## src/rtl/xilly_pack_pkg.sv

```systemverilog
// Shared types and sizes for the Xillybus 8-to-32 byte packer.
package xilly_pack_pkg;

  localparam int unsigned LANES  = 4;
  localparam int unsigned BYTE_W = 8;
  localparam int unsigned WORD_W = LANES * BYTE_W;
  localparam int unsigned ACC_W  = (LANES - 1) * BYTE_W;
  localparam int unsigned CNT_W  = $clog2(LANES);

  // Pending-byte count (0..LANES-1) and a one-bit-wider lane count (0..LANES).
  typedef logic [CNT_W-1:0] lane_cnt_t;
  typedef logic [CNT_W:0]   lane_num_t;

  typedef enum logic [1:0] {
    IDLE  = 2'd0,
    RUN   = 2'd1,
    FLUSH = 2'd2
  } pack_state_t;

endpackage

```

## src/rtl/xilly_pack8to32.sv

```systemverilog
// Packs the Xillybus 8-bit host stream into 32-bit FIFO words with back-pressure.
// XILLY_PACK_FLUSH_EN: when defined, a partial word at stream close is padded and written.
module xilly_pack8to32
  import xilly_pack_pkg::*;
#(
  parameter bit         BIG_ENDIAN = 1'b0,
  parameter logic [7:0] PAD_BYTE   = 8'h00
) (
  input  logic        bus_clk,
  input  logic        bus_rst_n,
  input  logic        in_open,
  input  logic        in_wren,
  input  logic [7:0]  in_data,
  output logic        in_full,
  output logic        out_wren,
  output logic [31:0] out_data,
  input  logic        out_full,
  output logic        out_partial
);

  pack_state_t              state, state_nxt;
  logic [ACC_W-1:0]         acc, acc_nxt;
  lane_cnt_t                cnt, cnt_nxt;
  logic [WORD_W-1:0]        oreg, oreg_nxt;
  logic                     ovalid, ovalid_nxt;
  logic                     accept;
  logic                     cnt_last;
`ifdef XILLY_PACK_FLUSH_EN
  logic                     opart, opart_nxt;
`endif

  // Lanes below nvalid come from bytes_le (first byte in lane 0); the rest get PAD_BYTE.
  function automatic logic [WORD_W-1:0] build_word(input logic [WORD_W-1:0] bytes_le,
                                                   input lane_num_t         nvalid);
    logic [WORD_W-1:0] w;
    logic [BYTE_W-1:0] b;
    w = '0;
    for (int i = 0; i < int'(LANES); i++) begin
      b = (i < int'(nvalid)) ? bytes_le[i*BYTE_W +: BYTE_W] : PAD_BYTE;
      if (BIG_ENDIAN) w[(int'(LANES) - 1 - i)*int'(BYTE_W) +: BYTE_W] = b;
      else            w[i*BYTE_W +: BYTE_W] = b;
    end
    return w;
  endfunction

  assign out_wren = ovalid && !out_full;
  assign out_data = oreg;
  assign cnt_last = (cnt == lane_cnt_t'(LANES - 1));

`ifdef XILLY_PACK_FLUSH_EN
  assign in_full     = (state == FLUSH) || (cnt_last && ovalid);
  assign out_partial = opart;
`else
  assign in_full     = cnt_last && ovalid;
  assign out_partial = 1'b0;
`endif

  assign accept = in_wren && !in_full && (state == RUN);

  // State and datapath registers.
  always_ff @(posedge bus_clk or negedge bus_rst_n) begin
    if (!bus_rst_n) begin
      state  <= IDLE;
      acc    <= '0;
      cnt    <= '0;
      oreg   <= '0;
      ovalid <= 1'b0;
`ifdef XILLY_PACK_FLUSH_EN
      opart  <= 1'b0;
`endif
    end else begin
      state  <= state_nxt;
      acc    <= acc_nxt;
      cnt    <= cnt_nxt;
      oreg   <= oreg_nxt;
      ovalid <= ovalid_nxt;
`ifdef XILLY_PACK_FLUSH_EN
      opart  <= opart_nxt;
`endif
    end
  end

  // Next-state and datapath update; the output slot frees itself on transfer.
  always_comb begin
    state_nxt  = state;
    acc_nxt    = acc;
    cnt_nxt    = cnt;
    oreg_nxt   = oreg;
    ovalid_nxt = ovalid && !out_wren;
`ifdef XILLY_PACK_FLUSH_EN
    opart_nxt  = opart;
`endif

    case (state)
      IDLE: begin
        cnt_nxt = '0;
        if (in_open) state_nxt = RUN;
      end

      RUN: begin
        if (accept) begin
          if (cnt_last) begin
            oreg_nxt   = build_word({in_data, acc}, lane_num_t'(LANES));
            ovalid_nxt = 1'b1;
`ifdef XILLY_PACK_FLUSH_EN
            opart_nxt  = 1'b0;
`endif
            cnt_nxt    = '0;
          end else begin
            for (int i = 0; i < int'(LANES) - 1; i++) begin
              if (cnt == lane_cnt_t'(i)) acc_nxt[i*BYTE_W +: BYTE_W] = in_data;
            end
            cnt_nxt = cnt + lane_cnt_t'(1);
          end
        end
        // Close decisions use the count after this cycle's byte.
        if (!in_open) begin
          if (cnt_nxt == '0) begin
            state_nxt = IDLE;
          end else begin
`ifdef XILLY_PACK_FLUSH_EN
            state_nxt = FLUSH;
`else
            state_nxt = IDLE;
            cnt_nxt   = '0;
`endif
          end
        end
      end

`ifdef XILLY_PACK_FLUSH_EN
      FLUSH: begin
        if (!ovalid || out_wren) begin
          oreg_nxt   = build_word({{BYTE_W{1'b0}}, acc}, lane_num_t'(cnt));
          ovalid_nxt = 1'b1;
          opart_nxt  = 1'b1;
          cnt_nxt    = '0;
          state_nxt  = IDLE;
        end
      end
`endif

      default: begin
        state_nxt = IDLE;
        cnt_nxt   = '0;
      end
    endcase
  end

endmodule

```

## config.mk

```make
export PLATFORM = sky130hd
export DESIGN_NAME = xilly_pack8to32
export DESIGN_NICKNAME = d
export VERILOG_FILES = /design/src/rtl/xilly_pack_pkg.sv /design/src/rtl/xilly_pack8to32.sv
export SDC_FILE = /design/constraint.sdc
export NUM_CORES = 1
export LEC_CHECK = 0
export CORE_MARGIN = 1
export CORE_UTILIZATION = 40
export DETAILED_ROUTE_END_ITERATION = 8
export DONT_BUFFER_PORTS = 1
export SYNTH_ARGS = -nofsm -noshare
export SYNTH_HDL_FRONTEND = slang
export SYNTH_SLANG_ARGS = --single-unit
```

## constraint.sdc

```tcl
create_clock -name bus_clk -period 4 [get_ports bus_clk]
set_clock_uncertainty 0.05 [all_clocks]
set_input_delay 0.8 -clock bus_clk [delete_from_list [all_inputs] [get_ports bus_clk]]
set_output_delay 0.8 -clock bus_clk [all_outputs]
set_load 0.03 [all_outputs]
```

# Yosys cells after proc, flatten, opt, wreduce, memory -nomap -nowiden
# Index checks and enable logic that the tools add are counted.
# totals
ff_bits	61
elab_cells	43
# op_classes
n_addsub	1
eq_ne	6
n_mux	12
bitwise	1
reduce_logical	16
# op_table
cell	count
$mux 2	8
$reduce_and 4->1	3
$logic_not 2->1	3
$logic_and 1x1->1	5
$eq 2x1->1 const B	2
$eq 2x2->1 const B	2
$ne 2x2->1 const B	2
$pmux 2 s2	1
$logic_not 1->1	3
$mux 1	3
$reduce_and 3->1	1
$add 2x1->2 const B	1
$reduce_and 2->1	1
$not 1->1	1

# Longest topological paths before layout
# Gate-level depths: netlist (run 1).
# depth
word_depth	11
depth_mapped	4
ltp_nobuf	4

# Worst setup path before layout (run 1)
# Ideal clock, no wire load.
# synth_path
kind	input to output
start	input out_full
end	output out_wren
t_arrival_ps	1232
t_required_ps	3150
path_slack_ps	1918
path_stages	1
path_buffers	0
cell_sequence	nor2b_1
# synth_between
elab_chain_len	2
# synth_rtl
element	line_no	source
from (decl)	xilly_pack8to32.sv:17	input logic out_full,
$logic_not 1->1	xilly_pack8to32.sv:46	assign out_wren = ovalid && !out_full;
$logic_and 1x1->1	xilly_pack8to32.sv:46	
to (decl)	xilly_pack8to32.sv:15	output logic out_wren,
# Every way passes these cells.

# Worst setup path after layout (run 1)
# layout_path
start	register cnt[0]
end	output in_full
# layout_between
elab_chain_len	2
# layout_rtl
element	line_no	source
from (decl)	xilly_pack8to32.sv:23	lane_cnt_t cnt, cnt_nxt;
from (signal assigned)	xilly_pack8to32.sv:74	cnt <= cnt_nxt;
$eq 2x2->1	xilly_pack8to32.sv:48	assign cnt_last = (cnt == lane_cnt_t'(LANES - 1));
$logic_and 1x1->1	xilly_pack8to32.sv:54	assign in_full = cnt_last && ovalid;
to (decl)	xilly_pack8to32.sv:14	output logic in_full,
# Every way passes these cells.

==> impl_metrics.sql, run 1 <==
INSERT INTO impl_metrics (metric_group, metric, value, unit) VALUES
('clocking', 'ctsHtreeMaxLevel', '3', ''),
('floorplan', 'ioPinCount', '48', ''),
('drt', 'vias', '1177', ''),
('global_route', 'maximum_number_of_pins_on_one_net_before_global_route_repair', '61', ''),
('finish', 'diodes', '0', ''),
('synthesis', 'adder_and_majority_gate_portion_of_the_synthesized_area', '2.01', '%'),
('drt', 'routed_wirelength', '4090', 'µm'),
('sta', 'setup_ws', '1.72', 'ns'),
('synthesis', 'number_of_distinct_library_cell_variants_in_the_gate_level_netlist_after_synthesis', '20', ''),
('clocking', 'postCtsResizedCells', '0', ''),
('setup_path', 'timing_worst_setup_path_type', 'reg -> out', ''),
('finish', 'synthToLayoutAreaGrowth', '10.9', '%'),
('sta', 'tns', '0', 'ns'),
('drt', 'drt_first_iter_violations', '37', ''),
('clocking', 'tritoncts', 'built', ''),
('synthesis', 'synth_sequential_area_ratio', '60.2', '%'),
('drt', 'drt-vias-per-instance', '5.14', ''),
('sta', 'worstMarginPinSlew', '0.836', 'ns'),
('sta', 'setup_viol', '0', ''),
('sta', 'finalWorstPathRequiredPeriod', '2.28', 'ns'),
('floorplan', 'dieArea', '0.00656', 'mm²'),
('global_route', 'grt-ovfl-total', '0', ''),
('global_route', 'grt.total_usage', '14.2', '%'),
('synthesis', 'synth-seq-cells', '60', ''),
('placed_design', 'place_worst_setup_slack', '1.80', 'ns'),
('floorplan', 'placementRows', '28', ''),
('synthesis', 'synthXorXnorAreaFrac', '0', '%'),
('sta', 'final.period_utilization', '57.0', '%'),
('global_route', 'grt_pass1_wl', '6460', 'µm'),
('run_status', 'outcome', 'complete, no violations', ''),
('clocking', 'cts_buffer_depth', '2', ''),
('synthesis', 'synth.mux.area_fraction', '30.0', '%'),
('sta', 'timing.final.hold_violations', '0', ''),
('synthesis', 'post_synth_and_or_nand_nor_area_fraction', '4.51', '%'),
('min_path', 'timing.hold.worst.class', 'in -> async', ''),
('drt', 'dr.pass1.iters', '4', ''),
('placed_design', 'numPlacedInstances', '213', ''),
('floorplan', 'floorplan.initialDensity', '41.9', '%'),
('floorplan', 'die_w', '81.0', 'µm'),
('sta', 'unrepaired_setup_endpoints_after_global_routing', 'no', ''),
('sta', 'max_slew_margin_vs_limit', '44.2', '%'),
('pwr', 'power.density_cell_area', '501', 'mW/mm²'),
('setup_path', 'worst-endpoint-required', '3.15', 'ns'),
('setup_path', 'worst_setup_path_end_kind', 'output port', ''),
('synthesis', 'largest_family_of_logic_cells_by_synthesized_area', 'multiplexers', ''),
('clocking', 'cts-hold-fix-buffers', '0', ''),
('drt', 'drt_drc_violations_left', '0', ''),
('sta', 'max_clock_freq', '0.438', 'GHz'),
('pwr', 'leakage', '1.45', 'nW'),
('synthesis', 'synth.cell_area', '0.00250', 'mm²'),
('setup_path', 'path_max_fanout', '7', ''),
('synthesis', 'synthesis.area_per_instance', '17.2', 'µm²'),
('drt', 'detail-route-antenna-nets', '0', ''),
('finish', 'finish.cell_count_without_fillers', '229', ''),
('synthesis', 'postSynthNetCount', '162', ''),
('synthesis', 'cell_count_after_synthesis', '145', ''),
('floorplan', 'dieHeight', '81.0', 'µm'),
('run', 'max-cap-violations', '0', ''),
('synthesis', 'yosys_warnings', '0', ''),
('clocking', 'cts_sinks', '60', ''),
('global_route', 'vias_in_the_first_global_route', '1224', ''),
('setup_path', 'critPathArrivalTime', '1.43', 'ns'),
('finish', 'final_nets', '166', ''),
('floorplan', 'core_region_area', '0.00596', 'mm²'),
('clocking', 'path_clk_slew', '0.07', 'ns'),
('placed_design', 'placement.io_buffers', '0', ''),
('drt', 'wl_per_cell', '17.9', 'µm'),
('setup_path', 'cp-start-kind', 'flip-flop', ''),
('synthesis', 'synth_compound_area_share', '0.551', '%'),
('clocking', 'tritoncts.num_buffers', '9', ''),
('sta', 'drv_slew', '0', ''),
('global_route', 'grt_antenna_before_repair', '0', ''),
('clocking', 'cts_root_buffer', 'sky130_fd_sc_hd__clkbuf_8', ''),
('pwr', 'peakVddDrop', '0.216', 'mV'),
('finish', 'post_route_cells_drive_above_1_share', '48.7', '%'),
('sta', 'timing.hold.ws', '0.104', 'ns'),
('placed_design', 'post_dp_hpwl', '2610', 'µm'),
('clocking', 'post-cts-setup-buffer-count', '0', ''),
('clocking', 'clock_latency_on_the_worst_skew_pair', '0.33', 'ns'),
('placed_design', 'placer_congestion', '0.720', '');
## final timing paths
check	slack, ns	end	depth (start not counted)	from
worst max-delay path	1.72	in_full	2	cnt[0]
worst min-delay path	0.10	out_data[25]	0	bus_rst_n
worst max register to register	1.83	out_data[26]	3	cnt[0]
worst min register to register	0.44	out_data[10]	1	acc[10]
max in group asynchronous	3.70	acc[11]	0	bus_rst_n
min in group bus_clk	0.44	state[0]	0	in_open
## where the power goes
| group | leakage (nW) | switching (mW) | internal (mW) |
|---|---|---|---|
| sequential | 0.800 | 0.0374 | 0.658 |
| combinational | 0.534 | 0.0179 | 0.0447 |
| clock | 0.116 | 0.226 | 0.402 |
| total | 1.45 | 0.282 | 1.10 |
## cells in the final DEF, fill, tap and decap left out, drive strengths merged
cell type  count
nor2b          1
a21boi         1
nand2          2
conb           1
nand4b         5
and2           1
inv            2
ha             4
o22ai          1
clkbuf        13
mux2          56
dfrtp         60
mux2i          1
nand3          3
clkinvlp       1
bufinv         2
## Yosys cell counts
cell type	instances	area, µm²
sky130_fd_sc_hd__buf_2	1	5.00
sky130_fd_sc_hd__and2_1	1	6.26
sky130_fd_sc_hd__mux2_4	29	435
sky130_fd_sc_hd__nand4b_1	1	8.76
sky130_fd_sc_hd__mux2i_1	1	10.0
sky130_fd_sc_hd__nor2b_1	1	6.26
sky130_fd_sc_hd__mux2_2	27	304
sky130_fd_sc_hd__nand3_1	3	15.0
sky130_fd_sc_hd__buf_6	3	33.8
sky130_fd_sc_hd__nand4b_4	1	23.8
sky130_fd_sc_hd__nand2_1	2	7.51
sky130_fd_sc_hd__a21boi_0	1	7.51
sky130_fd_sc_hd__buf_4	2	15.0
sky130_fd_sc_hd__clkbuf_1	1	3.75
sky130_fd_sc_hd__dfrtp_1	60	1500
sky130_fd_sc_hd__conb_1	1	3.75
sky130_fd_sc_hd__ha_1	4	50.1
sky130_fd_sc_hd__o22ai_1	1	6.26
sky130_fd_sc_hd__nand4b_2	3	45.0
sky130_fd_sc_hd__inv_1	2	7.51
## metal layers
layer	up-vias	wire, µm	GRT usage [%]
met2	44	1900	20.8
met5	-	0	0
met4	0	60	6.25
met1	609	1740	16.4
li1	517	-	-
met3	7	386	9.10
## worst max-delay path, cell delays in order (launching register included)
cell	delay, ns
sky130_fd_sc_hd__dfrtp_1	0.42
sky130_fd_sc_hd__ha_1	0.32
sky130_fd_sc_hd__and2_1	0.36
## cell type report
class	count	area, µm²
fillers	527	3190
flip-flops and latches	60	1500
inverters	2	7.51
multi-input cells	76	930
clock buffers	13	169
well taps	75	93.8
clock inverters	3	67.6
## flip-flops by register name (all words and copies together) (netlist names)
register,cells
cnt,2
state,1
ovalid,1
acc,24
out_data,32
## metrics by stage
stage,total power [mW],instance area (µm²),util [%]
3_3_place_gp,0.765,2530,42.5
5_1_grt,1.44,2770,46.5
2_1_floorplan,0.759,2500,-
4_1_cts,1.40,2770,46.5
3_5_place_dp,0.772,2530,42.5
6_report,1.39,2770,46.5
## logic make-up after synthesis
kind of cell	Yosys count
DFF	60
muxes	57
and+or+nand+nor	12
buffers and inverters	9
adders and majority gates	4
AOI/OAI and AO/OA	2
other	1
(Power assumes the default switching activity.)
==> inputs of run 2 (changes only) <==
==> constraint.sdc (replaced) <==
create_clock -name bus_clk -period 2.25 [get_ports bus_clk]
set_clock_uncertainty 0.05 [all_clocks]
set_input_delay 0.45 -clock bus_clk [delete_from_list [all_inputs] [get_ports bus_clk]]
set_output_delay 0.45 -clock bus_clk [all_outputs]
set_load 0.03 [all_outputs]
==> run 2 against run 1 <==
Against the previous run:
- global-route usage rose by 0.95 points
- routed wire length grew 4.7%
- via count grew 1.4%
- first-iteration DRC count shrank 24%
- combinational power up 120%
- sequential power rose by 78%
- die area is the same
- count of clock-buffer cells in the layout is 1 higher
- final cell count rose by 1.7%
- critical endpoint is now out_data[11]
- largest cell class unchanged
==> impl_metrics.sql, run 2 (synthesized netlist as in run 1, its figures left out) <==
INSERT INTO impl_metrics (metric_group, metric, value, unit) VALUES
('run_status', 'outcome', 'complete, no violations', ''),
('floorplan', 'dieHeight', '81.0', 'µm'),
('min_path', 'timing.hold.worst.class', 'in -> reg', ''),
('finish', 'seq_area', '0.00150', 'mm²'),
('setup_path', 'timing.reg2reg.setup_slack', '0.25', 'ns'),
('drt', 'drt-vias-per-instance', '5.12', ''),
('finish', 'nFillCells', '533', ''),
('global_route', 'grt_pass1_wl', '6840', 'µm'),
('floorplan', 'core_region_area', '0.00596', 'mm²'),
('global_route', 'maximum_number_of_pins_on_one_net_before_global_route_repair', '61', ''),
('run', 'max-cap-violations', '0', ''),
('sta', 'drv_slew', '0', ''),
('global_route', 'grt_antenna_before_repair', '0', ''),
('sta', 'worstMarginPinSlew', '0.568', 'ns'),
('clocking', 'cts_buffer_depth', '2', ''),
('placed_design', 'placement.io_buffers', '0', ''),
('setup_path', 'worst-endpoint-required', '2.41', 'ns'),
('finish', 'final_nets', '170', ''),
('floorplan', 'floorplan.initialDensity', '41.9', '%'),
('floorplan', 'ioPinCount', '48', ''),
('finish', 'layout.cells.most_common', 'sky130_fd_sc_hd__dfrtp_1', ''),
('drt', 'detail-route-antenna-nets', '0', ''),
('pwr', 'leakage', '1.45', 'nW'),
('clocking', 'post-cts-setup-buffer-count', '0', ''),
('min_path', 'min_delay_path_depth', '0', ''),
('setup_path', 'path_max_fanout', '18', ''),
('sta', 'timing.final.hold_violations', '0', ''),
('sta', 'setup_viol', '0', ''),
('setup_path', 'worst_setup_path_end_kind', 'flip-flop', ''),
('floorplan', 'die_w', '81.0', 'µm'),
('setup_path', 'reg2reg_from', 'cnt[0]', ''),
('setup_path', 'crit_path_top_delay_cell', 'sky130_fd_sc_hd__nand4b_4', ''),
('sta', 'max_clock_freq', '0.501', 'GHz'),
('clocking', 'cts_sinks', '60', ''),
('drt', 'wl_per_cell', '18.4', 'µm'),
('clocking', 'tritoncts.num_buffers', '9', ''),
('clocking', 'cts_root_buffer', 'sky130_fd_sc_hd__clkbuf_8', ''),
('pwr', 'power.density_cell_area', '820', 'mW/mm²'),
('clocking', 'tritoncts', 'built', ''),
('finish', 'mostFrequentLayoutCells', 'sky130_fd_sc_hd__dfrtp_1 (60), sky130_fd_sc_hd__mux2_4 (29), sky130_fd_sc_hd__mux2_2 (27)', ''),
('floorplan', 'placementRows', '28', ''),
('setup_path', 'critical_path.cell_chain', 'ha_1 -> nand4b_4 -> buf_4 -> mux2_4', ''),
('setup_path', 'timing.critical_path.slowest_cell_delay', '0.43', 'ns'),
('setup_path', 'timing_worst_setup_path_type', 'reg -> reg', ''),
('sta', 'max_slew_margin_vs_limit', '62.1', '%'),
('pwr', 'peakVddDrop', '0.420', 'mV'),
('setup_path', 'cp-start-kind', 'flip-flop', ''),
('min_path', 'worstHoldStart', 'in_open', ''),
('finish', 'final_design_area_no_fill', '0.00278', 'mm²'),
('drt', 'drt_drc_violations_left', '0', ''),
('finish', 'diodes', '0', ''),
('setup_path', 'critPathArrivalTime', '2.16', 'ns'),
('global_route', 'grt-ovfl-total', '0', ''),
('drt', 'dr.pass1.iters', '4', ''),
('placed_design', 'post_dp_hpwl', '2830', 'µm'),
('min_path', 'hold-path-endpoint', 'state[0]', ''),
('global_route', 'grt.total_usage', '15.2', '%'),
('setup_path', 'worst_r2r_path_depth', '4', ''),
('clocking', 'ctsHtreeMaxLevel', '3', ''),
('placed_design', 'placed_area', '0.00256', 'mm²'),
('placed_design', 'placer_congestion', '0.794', ''),
('clocking', 'clock_latency_on_the_worst_skew_pair', '0.33', 'ns'),
('finish', 'synthToLayoutAreaGrowth', '11.2', '%'),
('sta', 'unrepaired_setup_endpoints_after_global_routing', 'no', ''),
('sta', 'final.period_utilization', '88.7', '%'),
('global_route', 'vias_in_the_first_global_route', '1316', ''),
('drt', 'drt_first_iter_violations', '28', ''),
('finish', 'largest_reg_flops', '32', ''),
('setup_path', 'r2r_endpoint', 'out_data[11]', ''),
('finish', 'multi_input_comb_area', '930', 'µm²'),
('sta', 'finalWorstPathRequiredPeriod', '2.00', 'ns'),
('drt', 'vias', '1194', ''),
('clocking', 'path_clk_slew', '0.06', 'ns'),
('floorplan', 'dieArea', '0.00656', 'mm²'),
('drt', 'routed_wirelength', '4280', 'µm'),
('finish', 'post_route_cells_drive_above_1_share', '46.8', '%'),
('sta', 'tns', '0', 'ns');
[run 2: changes by cell type in the layout (fill, tap and decap cells not counted), sizes merged]
| cell | before | now |
|---|---|---|
| dlygate4sd3 | 0 | 1 |
| clkinv | 0 | 1 |
| buf | 0 | 3 |
| clkbuf | 13 | 14 |
| bufinv | 2 | 1 |
| clkinvlp | 1 | 0 |
[run 2: layout make-up]
type | count | share of cell area (%)
sequential | 60 | 54.1
tap | 75 | 3.38
clock buffer | 14 | 5.14
timing repair buffer | 4 | 2.34
multi-input combinational | 76 | 33.5
inverter | 2 | 0.271
clock inverter | 2 | 1.26
[run 2: worst max path at each step]
stage	startpoint	to	slack [ns]	cells after the start
after global placement	cnt[0]	out_data[2]	0.39	4
final	cnt[0]	out_data[11]	0.25	4
after global routing	cnt[0]	out_data[3]	0.12	4
after floorplan	cnt[0]	acc[0]	0.76	3
after CTS	cnt[0]	out_data[3]	0.24	4
after detailed placement	cnt[0]	out_data[26]	0.24	4
[run 2: worst max-delay path: cells and delay by family, from the launching register on]
kind,cells,cell delay (ns)
adders and majority gates,1,0.33
buffers and inverters,1,0.34
and+or+nand+nor,1,0.43
muxes,1,0.30
DFF,1,0.42
[run 2: layer usage]
| layer | track usage [%] | vias to the layer above | part of all wire (%) |
|---|---|---|---|
| li1 | - | 526 | - |
| met1 | 16.3 | 616 | 41 |
| met2 | 23.7 | 43 | 51 |
| met3 | 8.09 | 9 | 6.0 |
| met4 | 8.93 | 0 | 2.4 |
| met5 | 0 | - | 0 |
[run 2: timing repair]
item,4_1_cts,5_1_grt
hold endpoints to repair,60,0
hold buffers,2,0
gates resized for setup,0,0
[run 2: report_power, final]
| part | leakage (nW) | switching (mW) | internal [mW] |
|---|---|---|---|
| clock network | 0.0887 | 0.385 | 0.512 |
| registers | 0.800 | 0.0701 | 1.17 |
| logic | 0.566 | 0.0520 | 0.0858 |
[run 2: through the flow]
stage | power, mW | util (%) | setup WS, ns | hold WS (ns) | std cells
final | 2.28 | 46.6 | 0.254 | 0.0912 | 233
after global routing | 2.39 | 46.6 | 0.122 | 0.0618 | 233
after CTS | 2.31 | 46.6 | 0.239 | 0.0720 | 233
after detailed placement | 1.38 | 43.0 | 0.241 | 0.107 | 215
after global placement | 1.36 | 43.0 | 0.386 | 0.106 | 215
after floorplan | 1.35 | - | 0.759 | 0.104 | 145
==> inputs of run 3 (changes only) <==
--- a/config.mk
+++ b/config.mk
@@ -7,8 +7,8 @@
 export LEC_CHECK = 0
 export CORE_MARGIN = 1
 export CORE_UTILIZATION = 40
+export CTS_CLUSTER_DIAMETER = 100
 export DETAILED_ROUTE_END_ITERATION = 8
-export DONT_BUFFER_PORTS = 1
 export SYNTH_ARGS = -nofsm -noshare
 export SYNTH_HDL_FRONTEND = slang
 export SYNTH_SLANG_ARGS = --single-unit
==> run 3 against run 2 <==
Against the previous run:
- routed wire length is 11% higher
- first-iteration DRC count grew to 2.9 times the previous value
- die area did not move
- global-route usage grew 1.2 points
- clock power grew 17%
- final cell count up 20%
- count of clock-buffer cells in the layout shrank 3
==> impl_metrics.sql, run 3 (synthesized netlist as in run 1, its figures left out) <==
INSERT INTO impl_metrics (metric_group, metric, value, unit) VALUES
('run_status', 'outcome', 'complete, no violations', ''),
('pwr', 'power.density_cell_area', '763', 'mW/mm²'),
('drt', 'drt_first_iter_violations', '82', ''),
('drt', 'dr.pass1.iters', '4', ''),
('sta', 'setup_ws', '0.0949', 'ns'),
('placed_design', 'numPlacedInstances', '264', ''),
('global_route', 'grt-ovfl-total', '0', ''),
('floorplan', 'dieArea', '0.00656', 'mm²'),
('clocking', 'cts-hold-fix-buffers', '0', ''),
('sta', 'final.period_utilization', '95.8', '%'),
('placed_design', 'post_dp_hpwl', '3250', 'µm'),
('placed_design', 'placement.io_buffers', '46', ''),
('clocking', 'cts_root_buffer', 'sky130_fd_sc_hd__clkbuf_8', ''),
('floorplan', 'dieHeight', '81.0', 'µm'),
('floorplan', 'ioPinCount', '48', ''),
('global_route', 'maximum_number_of_pins_on_one_net_before_global_route_repair', '23', ''),
('setup_path', 'critPathArrivalTime', '1.66', 'ns'),
('setup_path', 'timing_worst_setup_path_type', 'in -> out', ''),
('finish', 'mostFrequentLayoutCells', 'sky130_fd_sc_hd__dfrtp_1 (60), sky130_fd_sc_hd__clkdlybuf4s50_1 (44), sky130_fd_sc_hd__mux2_4 (29)', ''),
('drt', 'detail-route-antenna-nets', '0', ''),
('setup_path', 'worst_setup_path_end_kind', 'output port', ''),
('min_path', 'timing.hold.worst.class', 'in -> async', ''),
('drt', 'routed_wirelength', '4750', 'µm'),
('finish', 'post-route-util', '54.4', '%'),
('clocking', 'ctsHtreeMaxLevel', '3', ''),
('sta', 'max_clock_freq', '0.464', 'GHz'),
('drt', 'vias', '1371', ''),
('sta', 'unrepaired_setup_endpoints_after_global_routing', 'no', ''),
('finish', 'nFillCells', '498', ''),
('finish', 'synthToLayoutAreaGrowth', '29.8', '%'),
('pwr', 'peakVddDrop', '0.400', 'mV'),
('drt', 'drt-vias-per-instance', '4.90', ''),
('sta', 'finalWorstPathRequiredPeriod', '2.16', 'ns'),
('global_route', 'grt_antenna_before_repair', '0', ''),
('placed_design', 'placer_congestion', '0.691', ''),
('global_route', 'vias_in_the_first_global_route', '1482', ''),
('setup_path', 'worst-endpoint-required', '1.75', 'ns'),
('floorplan', 'floorplan.initialDensity', '41.9', '%'),
('pwr', 'power_switching', '0.540', 'mW'),
('pwr', 'internal_power', '1.93', 'mW'),
('sta', 'drv_slew', '0', ''),
('sta', 'timing.final.hold_violations', '0', ''),
('floorplan', 'die_w', '81.0', 'µm'),
('drt', 'drt_drc_violations_left', '0', ''),
('global_route', 'grt.total_usage', '16.4', '%'),
('finish', 'finish.cell_count_without_fillers', '280', ''),
('placed_design', 'place_worst_setup_slack', '0.0883', 'ns'),
('clocking', 'clock_latency_on_the_worst_skew_pair', '0.33', 'ns'),
('setup_path', 'path_max_fanout', '2', ''),
('finish', 'diodes', '0', ''),
('drt', 'wl_per_cell', '17.0', 'µm'),
('pwr', 'leakage', '1.64', 'nW'),
('pwr', 'power.switching_fraction', '21.8', '%'),
('setup_path', 'cp-start-kind', 'input pin', ''),
('pwr', 'clock_network_power_share', '42.5', '%'),
('clocking', 'tritoncts.num_buffers', '9', ''),
('clocking', 'tritoncts', 'built', ''),
('clocking', 'path_clk_slew', '0.07', 'ns'),
('pwr', 'finalPower', '2.47', 'mW'),
('sta', 'tns', '0', 'ns'),
('pwr', 'seqPwrFrac', '49.3', '%'),
('global_route', 'grt_pass1_wl', '7610', 'µm'),
('finish', 'largest_reg_flops', '32', ''),
('finish', 'layout.cells.most_common', 'sky130_fd_sc_hd__dfrtp_1', ''),
('floorplan', 'core_region_area', '0.00596', 'mm²'),
('floorplan', 'placementRows', '28', ''),
('sta', 'setup_viol', '0', ''),
('run', 'max-cap-violations', '0', ''),
('pwr', 'comb_power_share', '8.1', '%'),
('finish', 'post_route_cells_drive_above_1_share', '39.5', '%'),
('clocking', 'cts_buffer_depth', '2', ''),
('clocking', 'cts_sinks', '60', ''),
('finish', 'final_nets', '217', '');
==> run 3: cell types whose count changed in the layout (fill, tap and decap cells not counted), moves of 2 or more <==
cell,previous run,this run
sky130_fd_sc_hd__clkinv_2,1,3
sky130_fd_sc_hd__buf_4,1,5
sky130_fd_sc_hd__clkdlybuf4s50_1,0,44
sky130_fd_sc_hd__clkbuf_1,5,1
==> run 3: layout make-up <==
type	count	area [µm²]	share of cell area [%]
Multi-Input combinational cell	76	930	28.7
Sequential cell	60	1500	46.3
Clock buffer	11	141	4.36
Inverter	2	7.51	0.232
Clock inverter	5	75.1	2.32
Timing Repair Buffer	51	492	15.2
Tap cell	75	93.8	2.90
==> run 3: power by group through the flow <==
stage / Sequential (mW) / Clock, mW / Combinational [mW]
2_1_floorplan: 1.24 / 0 / 0.109
3_3_place_gp: 1.23 / 0 / 0.196
3_5_place_dp: 1.24 / 0 / 0.205
4_1_cts: 1.22 / 1.08 / 0.206
5_1_grt: 1.23 / 1.14 / 0.220
6_report: 1.22 / 1.05 / 0.201
==> run 3: final timing paths <==
| path | from | endpoint | slack, ns | cells after the start |
|---|---|---|---|---|
| worst max-delay path | out_full | out_wren | 0.09 | 3 |
| worst min-delay path | bus_rst_n | acc[13] | 0.007 | 1 |
| worst max register to register | cnt[0] | acc[20] | 0.44 | 3 |
| worst min register to register | acc[15] | out_data[15] | 0.45 | 1 |
| max in group asynchronous | bus_rst_n | acc[18] | 1.49 | 2 |
| min in group bus_clk | acc[15] | out_data[15] | 0.45 | 1 |
==> run 3: stage by stage <==
step           hold WS (ns)  instance area (µm²)
2_1_floorplan         0.104                 2500
3_3_place_gp          0.356                 3030
4_1_cts             0.00366                 3240
6_report            0.00706                 3240
3_5_place_dp          0.369                 3030
5_1_grt              0.0227                 3240
==> run 3: metal layers <==
metal,global-route usage (%),vias to the layer above,share of wire [%]
li1,-,621,-
met1,20.2,702,43
met2,26.3,39,50
met3,4.61,9,4.1
met4,8.57,0,2.0
met5,0,-,0
==> run 3: critical path, stage by stage <==
cell	delay (ns)
sky130_fd_sc_hd__clkdlybuf4s50_1	0.42
sky130_fd_sc_hd__nor2b_1	0.11
sky130_fd_sc_hd__clkdlybuf4s50_1	0.67
==> run 3: timing repair <==
action	CTS	global route
setup buffers	0	0
setup endpoints to repair	1	0
gates resized for setup	1	0
endpoints found under the hold margin	0	0
